## src/rtl/fp32_divider.sv

```systemverilog
// fp32_divider -- IEEE-754 binary32 divider, flush-to-zero, truncating.
// Special cases (NaN, zero, inf, denormal) finish on the acceptance edge;
// normal operands take a 25-step restoring mantissa division plus one pack
// cycle, so out_valid rises exactly 26 edges after acceptance.
// Ports:
//   clk, reset            clock, synchronous active-high reset
//   in_valid / in_ready   operand handshake (a, b latched on acceptance)
//   a, b                  dividend / divisor bit patterns
//   out_valid / out_ready result handshake; result held until consumed
//   result, div_by_zero   quotient and finite-nonzero/zero flag

// Field split plus classification of one binary32 pattern.
module fp32_decoder (
  input  logic [31:0] x,
  output logic        sign,
  output logic [7:0]  exp,
  output logic [22:0] man,
  output logic        is_zero,
  output logic        is_denorm,
  output logic        is_inf,
  output logic        is_nan
);
  assign sign      = x[31];
  assign exp       = x[30:23];
  assign man       = x[22:0];
  assign is_zero   = (exp == 8'h00) && (man == 23'd0);
  assign is_denorm = (exp == 8'h00) && (man != 23'd0);
  assign is_inf    = (exp == 8'hFF) && (man == 23'd0);
  assign is_nan    = (exp == 8'hFF) && (man != 23'd0);
endmodule

module fp32_divider (
  input  logic        clk,
  input  logic        reset,
  input  logic        in_valid,
  output logic        in_ready,
  input  logic [31:0] a,
  input  logic [31:0] b,
  output logic        out_valid,
  input  logic        out_ready,
  output logic [31:0] result,
  output logic        div_by_zero
);
  typedef enum logic [1:0] {IDLE, DIVIDE, PACK, DONE} state_t;

  state_t state, state_nxt;

  logic              sa, sb, za, zb, da, db, ia, ib, na, nb;
  logic [7:0]        ea, eb;
  logic [22:0]       ma, mb;

  fp32_decoder dec_a (.x(a), .sign(sa), .exp(ea), .man(ma), .is_zero(za),
                      .is_denorm(da), .is_inf(ia), .is_nan(na));
  fp32_decoder dec_b (.x(b), .sign(sb), .exp(eb), .man(mb), .is_zero(zb),
                      .is_denorm(db), .is_inf(ib), .is_nan(nb));

  logic              accept, a_zero, b_zero, special, spec_dbz;
  logic [31:0]       spec_res;
  logic [4:0]        cnt;
  logic [25:0]       rem, diff, rem_sel;
  logic [23:0]       dvs;
  logic [24:0]       q;
  logic              ge, sign_q;
  logic signed [9:0] exp_q, e_adj;
  logic [22:0]       mant;
  logic [31:0]       pack_res;

  assign in_ready  = (state == IDLE) && !reset;
  assign out_valid = (state == DONE);
  assign accept    = in_valid && in_ready;

  // Denormals count as zero from here on.
  assign a_zero  = za | da;
  assign b_zero  = zb | db;
  assign special = na | nb | ia | ib | a_zero | b_zero;

  always_comb begin
    spec_res = {sa ^ sb, 31'd0};
    spec_dbz = 1'b0;
    if (na || nb || (a_zero && b_zero) || (ia && ib)) begin
      spec_res = 32'h7FC0_0000;
    end else if (b_zero) begin
      spec_res = {sa ^ sb, 8'hFF, 23'd0};
      spec_dbz = !ia;                       // inf/0 is plain inf
    end else if (ia) begin
      spec_res = {sa ^ sb, 8'hFF, 23'd0};
    end
    // remaining cases (x/inf, 0/x) keep the signed-zero default
  end

  // Restoring step: remainder stays below 2*divisor, so diff[25] is the
  // borrow of rem - dvs.
  assign diff    = rem - {2'b00, dvs};
  assign ge      = !diff[25];
  assign rem_sel = ge ? diff : rem;

  always_comb begin
    if (q[24]) begin
      mant  = q[23:1];
      e_adj = exp_q;
    end else begin
      mant  = q[22:0];
      e_adj = exp_q - 10'sd1;
    end
    if (e_adj >= 10'sd255)    pack_res = {sign_q, 8'hFF, 23'd0};
    else if (e_adj <= 10'sd0) pack_res = {sign_q, 31'd0};
    else                      pack_res = {sign_q, e_adj[7:0], mant};
  end

  always_comb begin
    state_nxt = state;
    case (state)
      IDLE:    if (accept) state_nxt = special ? DONE : DIVIDE;
      DIVIDE:  if (cnt == 5'd24) state_nxt = PACK;
      PACK:    state_nxt = DONE;
      DONE:    if (out_ready) state_nxt = IDLE;
      default: state_nxt = IDLE;
    endcase
  end

  always_ff @(posedge clk) begin
    if (reset) state <= IDLE;
    else       state <= state_nxt;
  end

  always_ff @(posedge clk) begin
    if (reset) begin
      result      <= 32'd0;
      div_by_zero <= 1'b0;
      cnt         <= 5'd0;
      rem         <= 26'd0;
      dvs         <= 24'd0;
      q           <= 25'd0;
      sign_q      <= 1'b0;
      exp_q       <= 10'sd0;
    end else begin
      case (state)
        IDLE: if (accept) begin
          cnt    <= 5'd0;
          q      <= 25'd0;
          rem    <= {3'b001, ma};
          dvs    <= {1'b1, mb};
          sign_q <= sa ^ sb;
          exp_q  <= $signed({2'b00, ea}) - $signed({2'b00, eb}) + 10'sd127;
          if (special) begin
            result      <= spec_res;
            div_by_zero <= spec_dbz;
          end
        end
        DIVIDE: begin
          q   <= {q[23:0], ge};
          rem <= rem_sel << 1;
          cnt <= cnt + 5'd1;
        end
        PACK: begin
          result      <= pack_res;
          div_by_zero <= 1'b0;
        end
        default: ;
      endcase
    end
  end
endmodule

```

## config.mk

```make
export PLATFORM = sky130hd
export DESIGN_NAME = fp32_divider
export DESIGN_NICKNAME = d
export VERILOG_FILES = /design/src/rtl/fp32_divider.sv
export SDC_FILE = /design/constraint.sdc
export NUM_CORES = 1
export LEC_CHECK = 0
export CAP_MARGIN = 40
export CORE_ASPECT_RATIO = 1.1
export CORE_MARGIN = 1
export CORE_UTILIZATION = 35
export DETAILED_ROUTE_END_ITERATION = 10
export PLACE_DENSITY_LB_ADDON = 0.15
export SLEW_MARGIN = 20
export SYNTH_ARGS = -nofsm -noshare
export SYNTH_HDL_FRONTEND = slang
export SYNTH_HIERARCHICAL = 1
export SYNTH_SLANG_ARGS = --single-unit
```

## constraint.sdc

```tcl
create_clock -name clk -period 3.2 [get_ports clk]
set_input_delay 0.64 -clock clk [delete_from_list [all_inputs] [get_ports clk]]
set_output_delay 0.64 -clock clk [all_outputs]
set_load 0.005 [all_outputs]
```

Word-level counts from Yosys, hierarchy flattened. Index checks and enable logic that the tools add are counted. Widths: inputs -> output; s select.

Bitwise operators: 8. Muxes and demuxes: 27. Equality and inequality tests: 10. Reduce and logical (&&, ||, !) cells: 31. $add $sub $neg: 5. $lt $le $gt $ge: 2.

Operator list (number): $mux 31 (4); $mux 32 (3); $pmux 32 s2 (1); $pmux 26 s2 (1); $mux 25 (2); $pmux 25 s2 (1); $logic_not 23->1 (2); $reduce_bool 23->1 (2); $mux 26 (1); $sub 26x24->26 (1); $mux 23 (1); $eq 8x8->1 const B (2); $logic_not 8->1 (2); $logic_and 1x1->1 (12); $add 9x8->10 const B (1); $ge 10x9->1 const B (1); $le 10x1->1 const B (1); $mux 10 (1); $pmux 5 s2 (1); $sub 10x2->10 const B (1); $sub 8x8->9 (1); $mux 2 (4); $pmux 2 s4 (1); $or 1x1->1 (7); other kinds (16) (29).

Output and inout bits: 35. Bits in registers: 126.

Depth between registers and ports, before layout.
Depth in word-level cells: 10. Mapped depth: 13.

By module. Netlist, hierarchy kept.

Modules (own cells, without submodules): fp32_divider (cells each 877, instances 1, area each 7308.3 µm²); fp32_decoder (cells each 52, instances 2, area each 375.4 µm²).

Least setup slack after synthesis. Ideal clock, no wire load.

Kind: input-to-reg. Start: input port b[16]. End: register result[10]. Buffers on the path: 1. Path slack: -25 ps. Arrival time: 3097 ps. Setup time: 128 ps. Stages on the path: 12. Required time: 3072 ps. Path through: nor4_2 > and4_1 > a21oi_1 > or4_1 > nor4b_1 > nor2_1 > o211a_1 > nor2b_1 > nor2b_1 > buf_2 > a22oi_1 > nor2_1.

RTL lines: start, declared (line 38) `input logic [31:0] b,`; $reduce_bool 23->1 * (line 29) `assign is_nan = (exp == 8'hFF) && (man != 23'd0);`; $logic_and 1x1->1 * (line 29); named net nb (line 48) `logic sa, sb, za, zb, da, db, ia, ib, na, nb;`; $or 1x1->1 / $logic_or 1x1->1 (equally long branches) (3 in a row) (line 75, 80); $or 1x1->1 / $mux 32 (equally long branches) (line 75, 80); $or 1x1->1 / $mux 32 (equally long branches) (line 75, 145); $ne 2x2->1 (no line) / $mux 32 (equally long branches); $reduce_and 3->1 (no line) / $pmux 32 s2 (equally long branches); end signal, assigned (line 146) `result <= spec_res;`; end signal, assigned (line 156) `result <= pack_res;`; end, declared (line 41) `output logic [31:0] result,`.

Mark *: on every way through the listed nets, which the timed path passes. The rest lies on a longest branch. The select of a mux whose other input is x is not followed. A chain may end at the register's enable or synchronous reset.

Final worst setup path.
Start: input port a[20]. End: register result[23].

RTL lines: start, declared (line 37) `input logic [31:0] a,`; $reduce_bool 23->1 * (line 29); $logic_and 1x1->1 * (line 29); named net na (line 48); $or 1x1->1 / $logic_or 1x1->1 (equally long branches) (3 in a row) (line 75, 80); $or 1x1->1 / $mux 32 (equally long branches) (line 75, 80); $or 1x1->1 / $mux 32 (equally long branches) (line 75, 145); $ne 2x2->1 (no line) / $mux 32 (equally long branches); $reduce_and 3->1 (no line) / $pmux 32 s2 (equally long branches).

Marks and branches as above.

==> impl_metrics.csv <==
group,metric,value,unit
logic_synthesis,yosys.area_share.adder,6.707,%
worst_setup_path,critical_path_required,3.48,ns
logic_synthesis,synth_nets,1091,
global_routing,grt_pass1_vias,7113,
logic_synthesis,synth_flop_cell,"dfxtp_1",
outcome,status,"complete, no violations",
logic_synthesis,synth_edf_count,0,
timing,period_needed,3.104,ns
die,die_area,23640,µm²
detailed_routing,wl_per_cell,16.10,µm
die,ioPinCount,103,
timing,period_share,96.99,%
logic_synthesis,synth_compound_area_share,23.47,%
clocking,cts_buffer_depth,2,
logic_synthesis,synth_top_family_by_area,"compound AO/OA/AOI/OAI gates",
global_routing,grt_pass1_wl,36.87,mm
detailed_routing,num_vias,7478,
clocking,tritoncts,"built",
logic_synthesis,ys_types,65,
logic_synthesis,synth.yosys.warnings,6,
job,maxCapViolations,0,
die,fp.dieH,161.2,µm
clocking,clk_latency,0.43,ns
timing,finalWorstSetupSlack,0.09631,ns
logic_synthesis,synth_area_per_cell,8.215,µm²
placed_design,place_ws,-0.7247,ns
logic_synthesis,synthArstFlopShare,0,%
clocking,cts-root-buf,"clkbuf_16",
layout,syn2layout_area_growth,31.36,%
die,start_util,36.10,%
clocking,htreeDepth,4,
logic_synthesis,synthCells,981,
placed_design,routabilityCongestion,0.9217,
global_routing,antenna_found_initial,0,
detailed_routing,via_per_inst,5.255,
worst_setup_path,critical_path_arrival,3.39,ns
worst_setup_path,worstPathMaxFanout,6,
clocking,cts_buffers,17,
logic_synthesis,ys_seq_area_share,31.30,%
detailed_routing,final_antenna_net_count,0,
timing,hold_viol_final,0,
timing,maxSlewViolCount,0,
global_routing,grt-ovfl-total,0,
placed_design,port_buffers,102,
global_routing,grt.total_usage,19.62,%
power_and_ir_drop,p_leak,4.260,nW
timing,fin_setup_tns,0,ns
layout,fin_nets,1225,
layout,fill_cells,2197,
timing,tightest_slew,0.8020,ns
logic_synthesis,synth_top_area_share,31.30,%
worst_hold_path,worst_hold_path_type,"in -> reg",
die,fp-row-count,57,
worst_setup_path,crit_type,"in -> reg",
die,coreArea,22320,µm²
timing,fmax,322.2,MHz
detailed_routing,drc_errors,0,
logic_synthesis,synth-seq-cells,126,
logic_synthesis,yosysTopAreaCell,"dfxtp_1",
timing,relSlewSlack,46.54,%
layout,final_common_cell,"dfxtp_1",
logic_synthesis,syn_area,8059,µm²
die,die_w,146.7,µm
logic_synthesis,yosys.area_share.simple,17.34,%
layout,layout_common_cells,"dfxtp_1 (126), buf_4 (116), nor2_1 (90)",
logic_synthesis,ys_top_cells_by_area,"dfxtp_1 (31%), ha_1 (6.2%), buf_4 (6.0%), a22oi_1 (5.2%), nor2_1 (4.2%)",
worst_setup_path,crit_path_end_kind,"flop",
clocking,cts.hold.buffers_added,0,
detailed_routing,wl,22.91,mm
clocking,clk_pin_slew_worst_paths,0.07,ns
timing,finalSetupViolCount,0,
placed_design,dp_hpwl,15.98,mm
logic_synthesis,synth_mux_area_share,6.070,%
logic_synthesis,synth_xor_area_share,3.912,%
global_routing,grt_max_degree,65,
power_and_ir_drop,peakVddDrop,498.5,µV
power_and_ir_drop,power.density,833.2,nW/µm²
detailed_routing,drt_pass1_iterations,5,
detailed_routing,first_iter_violations,372,
layout,drive_gt1_share,22.70,%
clocking,cts_sinks,126,
layout,num_antenna_cells,0,
timing,fin_skew,0.01144,ns
worst_setup_path,cp-start-kind,"primary input",
flip-flops by register name (all words and copies together) (netlist names):
signal,flops
cnt,5
div_by_zero,1
dvs,24
exp_q,10
q,25
rem,26
result,32
sign_q,1
state,2
logic make-up after synthesis:
kind of cell               count (synthesis)
xor gates and xnor gates                  36
and+or+nand+nor                          284
adders and majority gates                 42
AOI/OAI and AO/OA                        277
muxes                                     45
buffers and inverters                    171
DFF                                      126
per-stage QoR:
step / power [mW] / hold WS, ns / instances / utilization, % / cell area [µm²]
after floorplan: 5.402 / 0.4377 / 981 / - / 8065
after global placement: 6.688 / 0.4545 / 1369 / 43.20 / 9643
after detailed placement: 6.698 / 0.4577 / 1369 / 43.20 / 9643
after CTS: 8.672 / 0.4512 / 1415 / 47.05 / 10500
after global routing: 9.479 / 0.4436 / 1423 / 47.42 / 10590
final: 8.820 / 0.4412 / 1423 / 47.42 / 10590
critical path, stage by stage:
cell and delay, ns:
buf_4 0.13, nor4_4 0.37, and4_4 0.31, a21oi_4 0.06
or4_4 0.56, nor4b_4 0.24, nor2_1 0.09, o211a_1 0.25
buf_4 0.13, buf_4 0.12, buf_4 0.14, a21boi_1 0.14
buf_4 0.14, a21oi_1 0.06
power by group:
group          internal (mW)  leakage (nW)  switching [mW]
logic                   2.32          2.95            2.62
registers               1.80          1.03           0.192
clock network           1.03         0.281           0.857
final cells by class:
| type | instances | area [µm²] | share of cell area (%) |
|---|---|---|---|
| Clock inverter | 15 | 145.1 | 1.371 |
| Timing Repair Buffer | 231 | 2071 | 19.56 |
| Multi-Input combinational cell | 684 | 4847 | 45.79 |
| Tap cell | 295 | 369.1 | 3.487 |
| Sequential cell | 126 | 2522 | 23.83 |
| Inverter | 55 | 206.4 | 1.950 |
| Clock buffer | 17 | 425.4 | 4.018 |
Yosys cell counts (3+ instances only):
library cell	n
dfxtp_1	126
nor2_1	91
nand2_1	78
buf_4	64
a21oi_1	63
a22oi_1	56
inv_1	55
clkbuf_1	45
ha_1	40
o21ai_0	34
o31ai_1	29
mux2_2	23
xnor2_1	23
mux2i_1	20
nor3_1	19
o221ai_1	17
nand3_1	14
nand4_1	14
xor2_1	13
nor4_1	12
a31oi_1	11
a21o_1	10
and2_1	8
nor2b_1	8
a211oi_1	7
nor4_2	7
a21boi_0	6
or3_1	6
and4_1	5
o21a_1	5
o21bai_1	5
a31o_2	4
buf_2	4
nand2b_1	4
o22ai_1	4
o32ai_1	4
nand3b_1	3
nor3b_1	3
nor4b_1	3
o211ai_1	3
repair_timing:
item / 4_1_cts / 5_1_grt
endpoints found under the hold margin: 0 / 0
pin swaps: 11 / 23
gates cloned: 5 / 2
endpoints found under the setup margin: 33 / 53
gates resized for setup: 118 / 43
buffers inserted: 9 / 10
metal layers:
metal  up-vias  track usage (%)  share of wire [%]
met2       175            33.24                 47
met1      3505            25.45                 47
met5         -                0                  0
met4         0            5.492                1.4
met3        22            3.418                4.0
li1       3776                -                  -
path summary, 6_finish.rpt:
kind / start / cells after the start / slack (ns) / endpoint
hold reg to reg: dvs[0] / 2 / 0.46 / dvs[0]
hold / removal: b[18] / 3 / 0.44 / dvs[18]
setup / recovery: a[20] / 14 / 0.1 / result[23]
setup reg to reg: rem[21] / 10 / 0.11 / rem[1]
Note: power is estimated with default switching activity, not from simulation.
